==> config.mk <==
export PLATFORM = sky130hd
export DESIGN_NAME = tnn_popcount_neuron
export DESIGN_NICKNAME = d
export VERILOG_FILES = /design/src/rtl/tnn_pkg.sv /design/src/rtl/popcount_param.sv /design/src/rtl/tnn_popcount_neuron.sv
export SDC_FILE = /design/constraint.sdc
export NUM_CORES = 1
export LEC_CHECK = 0
export ABC_AREA = 1
export CAP_MARGIN = 10
export CELL_PAD_IN_SITES_DETAIL_PLACEMENT = 1
export CELL_PAD_IN_SITES_GLOBAL_PLACEMENT = 2
export CORE_AREA = 2 2 147 77
export DETAILED_ROUTE_END_ITERATION = 10
export DIE_AREA = 0 0 149 79
export PLACE_DENSITY_LB_ADDON = 0.1
export SKIP_LAST_GASP = 1
export SLEW_MARGIN = 10
export SYNTH_ARGS = -nofsm -noshare
export SYNTH_HDL_FRONTEND = slang
export SYNTH_SLANG_ARGS = --single-unit
==> constraint.sdc <==
create_clock -name clk -period 3.8 [get_ports clk]
set_input_delay 0.76 -clock clk [delete_from_list [all_inputs] [get_ports clk]]
set_output_delay 0.76 -clock clk [all_outputs]
set_load 0.03 [all_outputs]
==> src/rtl/tnn_pkg.sv <==
// Shared definitions for the ternary popcount neuron: ternary output encoding,
// FSM state type and a constant-evaluable ceil(log2) helper.
package tnn_pkg;

    localparam logic [1:0] TERN_POS  = 2'b01;
    localparam logic [1:0] TERN_NEG  = 2'b11;
    localparam logic [1:0] TERN_ZERO = 2'b00;

    typedef enum logic {
        ACC  = 1'b0,
        HOLD = 1'b1
    } state_t;

    // Bits needed to index n distinct values; clog2(1) = 0.
    function automatic int clog2(input int n);
        int r;
        int v;
        r = 0;
        v = n - 1;
        while (v > 0) begin
            r = r + 1;
            v = v >> 1;
        end
        return r;
    endfunction

endpackage

==> src/rtl/popcount_param.sv <==
// Combinational W-bit popcount. Defining APPROX_POPCOUNT_EN switches to a cheaper
// form that counts 5-bit groups and saturates each group at 3.
module popcount_param
    import tnn_pkg::*;
#(
    parameter int W = 10,
    localparam int CNT_W = clog2(W + 1)
) (
    input  logic [W-1:0]     bits,
    output logic [CNT_W-1:0] count
);

`ifdef APPROX_POPCOUNT_EN
    localparam int GRP  = 5;
    localparam int NGRP = (W + GRP - 1) / GRP;

    always_comb begin : approx_count
        int grp_cnt [NGRP];
        int total;
        total = 0;
        for (int g = 0; g < NGRP; g++) begin
            grp_cnt[g] = 0;
        end
        for (int i = 0; i < W; i++) begin
            grp_cnt[i / GRP] = grp_cnt[i / GRP] + int'(bits[i]);
        end
        // A group reports at most 3, so each group needs only a 2-bit adder.
        for (int g = 0; g < NGRP; g++) begin
            total = total + ((grp_cnt[g] > 3) ? 3 : grp_cnt[g]);
        end
        count = CNT_W'(total);
    end
`else
    always_comb begin : exact_count
        int total;
        total = 0;
        for (int i = 0; i < W; i++) begin
            total = total + int'(bits[i]);
        end
        count = CNT_W'(total);
    end
`endif

endmodule

==> src/rtl/tnn_popcount_neuron.sv <==
// Multi-beat ternary neuron: accumulates +/- weighted popcounts over BEATS beats,
// thresholds P-N into a ternary result. APPROX_POPCOUNT_EN selects approximate popcount.
module tnn_popcount_neuron
    import tnn_pkg::*;
#(
    parameter int W     = 10,
    parameter int BEATS = 4,
    localparam int CNT_W = clog2(W + 1),
    localparam int ACC_W = clog2(W * BEATS + 1),
    localparam int SUM_W = ACC_W + 1
) (
    input  logic                    clk,
    input  logic                    rst_n,
    input  logic                    flush,
    input  logic                    in_valid,
    output logic                    in_ready,
    input  logic [W-1:0]            in_x,
    input  logic [W-1:0]            in_wpos,
    input  logic [W-1:0]            in_wneg,
    input  logic signed [SUM_W-1:0] thr_pos,
    input  logic signed [SUM_W-1:0] thr_neg,
    output logic                    out_valid,
    input  logic                    out_ready,
    output logic [1:0]              out_y,
    output logic signed [SUM_W-1:0] out_sum,
    output logic                    dbg_state
);

    // Handshake: a beat transfers on a rising edge with in_valid && in_ready (and no
    // flush); a result transfers with out_valid && out_ready. Both readies/valids are
    // pure decodes of the state register.

    localparam int BCNT_W = (BEATS > 1) ? clog2(BEATS) : 1;
    localparam logic [BCNT_W-1:0] LAST_BEAT = BCNT_W'(BEATS - 1);

    state_t                    r_state;
    state_t                    w_state_next;
    logic [BCNT_W-1:0]         r_bcnt;
    logic [ACC_W-1:0]          r_p;
    logic [ACC_W-1:0]          r_n;
    logic signed [SUM_W-1:0]   r_thr_pos;
    logic signed [SUM_W-1:0]   r_thr_neg;
    logic [1:0]                r_out_y;
    logic signed [SUM_W-1:0]   r_out_sum;

    logic [W-1:0]              w_pos_bits;
    logic [W-1:0]              w_neg_bits;
    logic [CNT_W-1:0]          w_pos_cnt;
    logic [CNT_W-1:0]          w_neg_cnt;
    logic [ACC_W-1:0]          w_p_next;
    logic [ACC_W-1:0]          w_n_next;
    logic signed [SUM_W-1:0]   w_sum;
    logic signed [SUM_W-1:0]   w_thr_pos;
    logic signed [SUM_W-1:0]   w_thr_neg;
    logic [1:0]                w_y;
    logic                      w_accept;
    logic                      w_first;
    logic                      w_last;

    // A bit carrying both weights cancels to zero.
    assign w_pos_bits = in_x & in_wpos & ~in_wneg;
    assign w_neg_bits = in_x & in_wneg & ~in_wpos;

    popcount_param #(.W(W)) u_pop_pos (
        .bits  (w_pos_bits),
        .count (w_pos_cnt)
    );

    popcount_param #(.W(W)) u_pop_neg (
        .bits  (w_neg_bits),
        .count (w_neg_cnt)
    );

    assign w_accept = in_valid && (r_state == ACC) && !flush;
    assign w_first  = (r_bcnt == '0);
    assign w_last   = (r_bcnt == LAST_BEAT);

    assign w_p_next = r_p + ACC_W'(w_pos_cnt);
    assign w_n_next = r_n + ACC_W'(w_neg_cnt);
    assign w_sum    = $signed({1'b0, w_p_next}) - $signed({1'b0, w_n_next});

    // On the first beat the live thresholds apply, so BEATS=1 still sees them.
    assign w_thr_pos = w_first ? thr_pos : r_thr_pos;
    assign w_thr_neg = w_first ? thr_neg : r_thr_neg;

    assign w_y = (w_sum >= w_thr_pos) ? TERN_POS :
                 (w_sum <= w_thr_neg) ? TERN_NEG : TERN_ZERO;

    always_comb begin
        w_state_next = r_state;
        case (r_state)
            ACC:     if (w_accept && w_last) w_state_next = HOLD;
            HOLD:    if (out_ready) w_state_next = ACC;
            default: w_state_next = ACC;
        endcase
    end

    always_ff @(posedge clk or negedge rst_n) begin
        if (!rst_n) begin
            r_state <= ACC;
        end else begin
            r_state <= w_state_next;
        end
    end

    always_ff @(posedge clk or negedge rst_n) begin
        if (!rst_n) begin
            r_bcnt    <= '0;
            r_p       <= '0;
            r_n       <= '0;
            r_thr_pos <= '0;
            r_thr_neg <= '0;
            r_out_y   <= TERN_ZERO;
            r_out_sum <= '0;
        end else if (r_state == ACC) begin
            if (flush) begin
                r_bcnt <= '0;
                r_p    <= '0;
                r_n    <= '0;
            end else if (in_valid) begin
                if (w_first) begin
                    r_thr_pos <= thr_pos;
                    r_thr_neg <= thr_neg;
                end
                if (w_last) begin
                    r_bcnt    <= '0;
                    r_p       <= '0;
                    r_n       <= '0;
                    r_out_y   <= w_y;
                    r_out_sum <= w_sum;
                end else begin
                    r_bcnt <= r_bcnt + BCNT_W'(1);
                    r_p    <= w_p_next;
                    r_n    <= w_n_next;
                end
            end
        end
    end

    assign in_ready  = (r_state == ACC);
    assign out_valid = (r_state == HOLD);
    assign out_y     = r_out_y;
    assign out_sum   = r_out_sum;
    assign dbg_state = (r_state == HOLD);

endmodule

==> results.txt, run 1 <==
Outcome: finished with violations
Failing checks: negative setup slack
Reg2Reg Capture Point: out_y[0]
Final WS setup: -2.44 ns
Max cap viols: 0
Commonest non-fill, non-tap cell in the layout: nand2_1
Share of layout cells above drive strength 1: 0.375
Top cell type by total area after synthesis: dfrtp_1
Clock power frac: 0.098
Number of primary I/O pins: 61
Hold Vio Cnt, Final: 0
Post-DP Area: 4470 um^2
Switching share of total power: 0.448
Pin count of the biggest net entering global routing: 39
Critical path peak fanout: 3
Reg2Reg Depth: 19
YS warnings: 0
Layout fillers: 1215
Root Driver: clkbuf_16
Largest cells by area after synthesis: dfrtp_1 (30%), ha_1 (16%), nand2_1 (10%)
Cts bufs inserted: 5
Pwr dens: 793 nW/um^2
Via count: 3060
RSZ-0062 raised after global routing: yes
CP dominant cell by count: inv_2
Via density per instance: 4.64
Psw: 1.88 mW
Pint: 2.31 mW
Commonest non-fill, non-tap cells in the layout: nand2_1 (71), buf_4 (54), clkdlybuf4s50_1 (47)
Fin util: 0.498
Syn Nets: 492
Wire per inst: 18.1 um
Clock-pin slew on the worst setup and hold paths: 0.06 ns
Leakage: 2.47 nW
Final WL: 12000 um
Setup crit end: out_y[1]
Core ar.: 10600 um^2
Clock Path Buffers: 2
FF+latch count, synth: 38
Overall Global Routing Usage: 0.214
Least-Margin Pin Slew: 0.931 ns
Share of power burned in combinational logic: 0.769
Port bufs: 60
Initial antenna violation count: 0
Register share of total power: 0.132
Worst hold slack: 0.483 ns
CP endpoint kind: flip-flop
Final Instance Area: 5290 um^2
Starting Density: 0.300
Die ar.: 11800 um^2
Htree depth: 2
Hold depth: 2
Syn avg cell area: 8.21 um^2
Die Y: 79 um
Worst path slowest cell: fa_1
Skew final: 0.00344 ns
Worst skew pair latency: 0.29 ns
DR DRC count: 0
CTS Hold Bufs: 0
Critical path origin: in_wneg[0]
Worst R2R Setup Slack: 0.37 ns
Grt ovf: 0
Final HPWL DP: 9000 um
Remaining antenna violation count: 0
Nets: 619
R2r startpoint: r_p[0]
CP Data Arrival Time: 6.41 ns
Diodes inserted: 0
Slew Limit Headroom: 0.379
HP Class: flip-flop to flip-flop
Clock tree from TritonCTS: built
Yosys top cell area share: 0.298
Tcrit/Tclk final: 1.64
Distinct cells, synth: 28
Num rows: 27
Sink Count: 38
Slew Viols, Final: 0
Final setup vio count: 19
CP Data Required Time: 3.97 ns
VDD IR max: 326 uV
CP startpoint kind: primary input
CP peak stage delay: 0.56 ns
Max Fclk: 0.160 GHz
Vias in the first global route: 3440
Classification of the worst setup path: primary input to flip-flop
Cell area after synthesis: 3190 um^2
Initial drt markers: 110
1st-pass router iterations: 4
First-pass GRT wire length: 19000 um
Die width: 149 um
Seq/Total Area, Yosys: 0.298
Routability cong.: 0.856
Min-delay src: out_sum[2]
Period minus WS final: 6.24 ns
Synthesized instance count: 388
Area Overhead vs Synth: 65.9%
## final cells by class
class	instances	area (um^2)	area share
multi-input combinational	294	2700	0.511
timing repair buffer	127	1130	0.213
sequential	38	951	0.180
inverter	49	186	0.0353
tap	145	181	0.0343
clock buffer	5	125	0.0237
clock inverter	2	10.0	0.00189
## cells by family (layout without fill, tap and decap cells)
logic type      after synthesis  after routing  synth area share
mux                          11             11            0.0346
fa+ha+maj                    55             55             0.251
compound gates               66             66             0.107
xor+xnor                     11             11            0.0302
simple gates                151            151             0.211
flops                        38             38             0.298
buf+inv                      56            183            0.0675
## cell usage after synthesis, drive strengths merged
| master | count |
|---|---|
| a21oi | 20 |
| a31oi | 1 |
| and2 | 1 |
| and3 | 1 |
| buf | 2 |
| clkbuf | 5 |
| dfrtp | 38 |
| fa | 15 |
| ha | 40 |
| inv | 49 |
| mux2i | 11 |
| nand2 | 92 |
| nand3 | 25 |
| nand3b | 7 |
| nor2 | 22 |
| nor3 | 3 |
| o21ai | 40 |
| o21bai | 2 |
| o22ai | 3 |
| xnor2 | 2 |
| xor2 | 9 |
## worst min path at each step
stage	to	slack, ns
floorplan	r_thr_pos[4]	0.45
global placement	r_thr_pos[2]	0.47
detailed placement	out_sum[2]	0.47
CTS	out_sum[2]	0.49
global route	out_sum[2]	0.51
finish	out_sum[2]	0.48
## power by group through the flow
stage / combinational (mW) / clock [mW] / sequential (mW)
after global routing: 3.51 / 0.438 / 0.567
after detailed placement: 2.28 / 0 / 0.555
after floorplan: 1.17 / 0 / 0.618
after CTS: 2.83 / 0.423 / 0.554
after global placement: 2.22 / 0 / 0.552
final: 3.23 / 0.412 / 0.555
## worst max-delay path, delay by kind of cell
family	cells	cell delay, ns
AND/OR/NAND/NOR	8	0.85
buffers and inverters	7	0.42
AO/OA/AOI/OAI	4	0.43
XOR/XNOR	2	0.46
adder cells (fa/ha/maj)	9	3.47
## flip-flops by register name, indices dropped and copies added, names as in the netlist
name and flops:
dbg_state 1, out_sum 7, out_y 2, r_bcnt 2, r_n 6, r_p 6
r_thr_neg 7, r_thr_pos 7
## metal layers
layer	global-route usage	vias to the layer above	share of wire
li1	-	1517	-
met1	0.337	1487	0.54
met5	0	-	0
met2	0.307	50	0.41
met4	0.0238	0	0.0039
met3	0.0431	6	0.046
## stage by stage
step	power, mW	instances	setup slack, ns	TNS (ns)
2_1_floorplan	1.79	388	-2.11	-15.41
3_3_place_gp	2.78	637	-3.27	-36.62
3_5_place_dp	2.84	637	-3.37	-38.01
4_1_cts	3.80	656	-2.42	-23.41
5_1_grt	4.51	660	-2.64	-24.98
6_report	4.19	660	-2.44	-22.45
## repair_timing
item | 4_1_cts | 5_1_grt
endpoints found under the setup margin | 21 | 20
gates cloned | 0 | 0
pin swaps | 62 | 34
buffers inserted | 14 | 6
endpoints found under the hold margin | 0 | 0
gates resized for setup | 119 | 24
Note: power is estimated with default switching activity, not from simulation.
==> run 2, diff against run 1 <==
--- a/config.mk
+++ b/config.mk
@@ -10,9 +10,11 @@
 export CELL_PAD_IN_SITES_DETAIL_PLACEMENT = 1
 export CELL_PAD_IN_SITES_GLOBAL_PLACEMENT = 2
 export CORE_AREA = 2 2 147 77
+export CTS_CLUSTER_DIAMETER = 150
 export DETAILED_ROUTE_END_ITERATION = 10
 export DIE_AREA = 0 0 149 79
 export PLACE_DENSITY_LB_ADDON = 0.1
+export SETUP_SLACK_MARGIN = 0.15
 export SKIP_LAST_GASP = 1
 export SLEW_MARGIN = 10
 export SYNTH_ARGS = -nofsm -noshare
==> results.txt, run 2 (synthesized netlist as in run 1, its figures left out) <==
Outcome: finished with violations
Failing checks: negative setup slack
Reg2Reg Capture Point: out_y[0]
Area Overhead vs Synth: 71.7%
Period minus WS final: 6.21 ns (-0.0259 ns)
Max Fclk: 0.161 GHz (+0.42%)
Overall Global Routing Usage: 0.210 (-0.00448)
Nets: 634 (+2.4%)
Pint: 2.36 mW (+2.2%)
Port bufs: 60 (unchanged)
Slew Viols, Final: 0 (unchanged)
Worst path slowest cell: fa_1
Htree depth: 2 (unchanged)
Final Instance Area: 5470 um^2 (+3.5%)
RSZ-0062 raised after global routing: yes
Pwr dens: 768 nW/um^2 (-3.1%)
CP Data Required Time: 4.03 ns (+0.06 ns)
Grt ovf: 0 (unchanged)
Critical path origin: in_wneg[0]
Final WL: 12500 um (+4.4%)
CP peak stage delay: 0.56 ns (about the same)
Initial drt markers: 163 (+48%)
Commonest non-fill, non-tap cells in the layout: nand2_1 (73), buf_4 (49), clkdlybuf4s50_1 (47)
Die width: 149 um (unchanged)
Skew final: 0.00500 ns (+0.00156 ns)
First-pass GRT wire length: 18600 um (-2.0%)
HP Class: flip-flop to flip-flop
Clock tree from TritonCTS: built
Diodes inserted: 0 (unchanged)
Leakage: 2.58 nW (+4.5%)
Tcrit/Tclk final: 1.63 (-0.00682)
CP dominant cell by count: inv_2
CP startpoint kind: primary input
DR DRC count: 0 (unchanged)
Cell Count, Final, Fillers Out: 675 (+2.3%)
Hold Vio Cnt, Final: 0 (unchanged)
Remaining antenna violation count: 0 (unchanged)
CP Data Arrival Time: 6.44 ns (+0.03 ns)
R2r startpoint: r_p[0]
Sink Count: 38 (unchanged)
Final WS setup: -2.41 ns (+0.0259 ns)
Clock Path Buffers: 2 (unchanged)
Commonest non-fill, non-tap cell in the layout: nand2_1
Final setup vio count: 19 (unchanged)
Post-DP Area: 4470 um^2 (unchanged)
Number of primary I/O pins: 61 (unchanged)
Classification of the worst setup path: primary input to flip-flop
CP endpoint kind: flip-flop
Max cap viols: 0 (unchanged)
Final HPWL DP: 9000 um (unchanged)
1st-pass router iterations: 4 (unchanged)
Worst skew pair latency: 0.29 ns (about the same)
Share of layout cells above drive strength 1: 0.389 (+0.0139)
Wire per inst: 18.5 um (+2.0%)
Cts bufs inserted: 5 (unchanged)
Via density per instance: 4.70 (+1.4%)
Via count: 3172 (+3.7%)
Pin count of the biggest net entering global routing: 39 (unchanged)
DP Cell Count: 637 (unchanged)
Vias in the first global route: 3387 (-1.5%)
Worst hold slack: 0.487 ns (+0.00324 ns)
Die Y: 79 um (unchanged)
Clock power frac: 0.098 (about the same)
Worst R2R Setup Slack: 0.33 ns (-0.04 ns)
Core ar.: 10600 um^2 (unchanged)
Setup TNS: -23.49 ns (-1.04 ns)
DP Worst Slack: -3.37 ns (unchanged)
Setup crit end: out_y[1]
Die ar.: 11800 um^2 (unchanged)
Clock-pin slew on the worst setup and hold paths: 0.06 ns (about the same)
Share of power burned in combinational logic: 0.770 (about the same)
Least-Margin Pin Slew: 0.936 ns (+0.00476 ns)
Slew Limit Headroom: 0.376 (-0.00317)
Fin util: 0.516 (+0.0176)
VDD IR max: 319 uV (-2.0%)
Critical path peak fanout: 3 (unchanged)
Switching share of total power: 0.438 (-0.0105)
Register share of total power: 0.132 (about the same)
Psw: 1.84 mW (-2.1%)
Num rows: 27 (unchanged)
Starting Density: 0.300 (unchanged)
Reg2Reg Depth: 18 (-1)
Routability cong.: 0.856 (unchanged)
Total power: 4.20 mW (+0.28%)
Initial antenna violation count: 0 (unchanged)
Root Driver: clkbuf_16
==> run 2: cell count changes in the layout (fill, tap and decap cells not counted), sizes merged <==
cell	change
buf	+15
==> run 2: area by class of cell <==
type | instances | area [um^2]
Fill cell | 1193 | 5130
Inverter | 49 | 186
Tap cell | 145 | 181
Timing Repair Buffer | 142 | 1350
Clock inverter | 2 | 10.0
Sequential cell | 38 | 951
Multi-Input combinational cell | 294 | 2670
Clock buffer | 5 | 125
==> run 2: worst min path at each step <==
stage / startpoint / to / depth (start not counted)
floorplan: r_thr_pos[4] / r_thr_pos[4] / 2
global placement: r_thr_pos[2] / r_thr_pos[2] / 2
detailed placement: out_sum[2] / out_sum[2] / 2
CTS: out_sum[2] / out_sum[2] / 2
global route: r_thr_neg[1] / r_thr_neg[1] / 2
finish: out_sum[3] / out_sum[3] / 2
==> run 2: worst max-delay path: cells and delay by family <==
family                     cells  cell delay, ns
buffers and inverters          7            0.44
and+or+nand+nor                7            0.71
AOI/OAI and AO/OA              5            0.65
adders and majority gates      9            3.45
xor gates and xnor gates       2            0.42
==> run 2: per-layer routing <==
layer / vias up / wire length (um) / track usage / share of wire
met5: - / 0 / 0 / 0
met4: 0 / 110 / 0.0248 / 0.0088
met3: 9 / 565 / 0.0448 / 0.045
met2: 58 / 5210 / 0.296 / 0.42
met1: 1560 / 6610 / 0.331 / 0.53
li1: 1545 / - / - / -
==> run 2: power by group through the flow <==
stage	combinational (mW)	sequential [mW]	clock (mW)
CTS	2.82	0.554	0.423
finish	3.24	0.554	0.414
global route	3.51	0.567	0.438
detailed placement	2.28	0.555	0
global placement	2.22	0.552	0
floorplan	1.17	0.618	0
==> run 2: timing repair <==
action                                  4_1_cts  5_1_grt
setup buffers                                11       20
resized for setup                           114       46
endpoints found under the setup margin       21       21
cloned                                        0        0
hold buffers                                  0        0
pin swaps                                    59       36
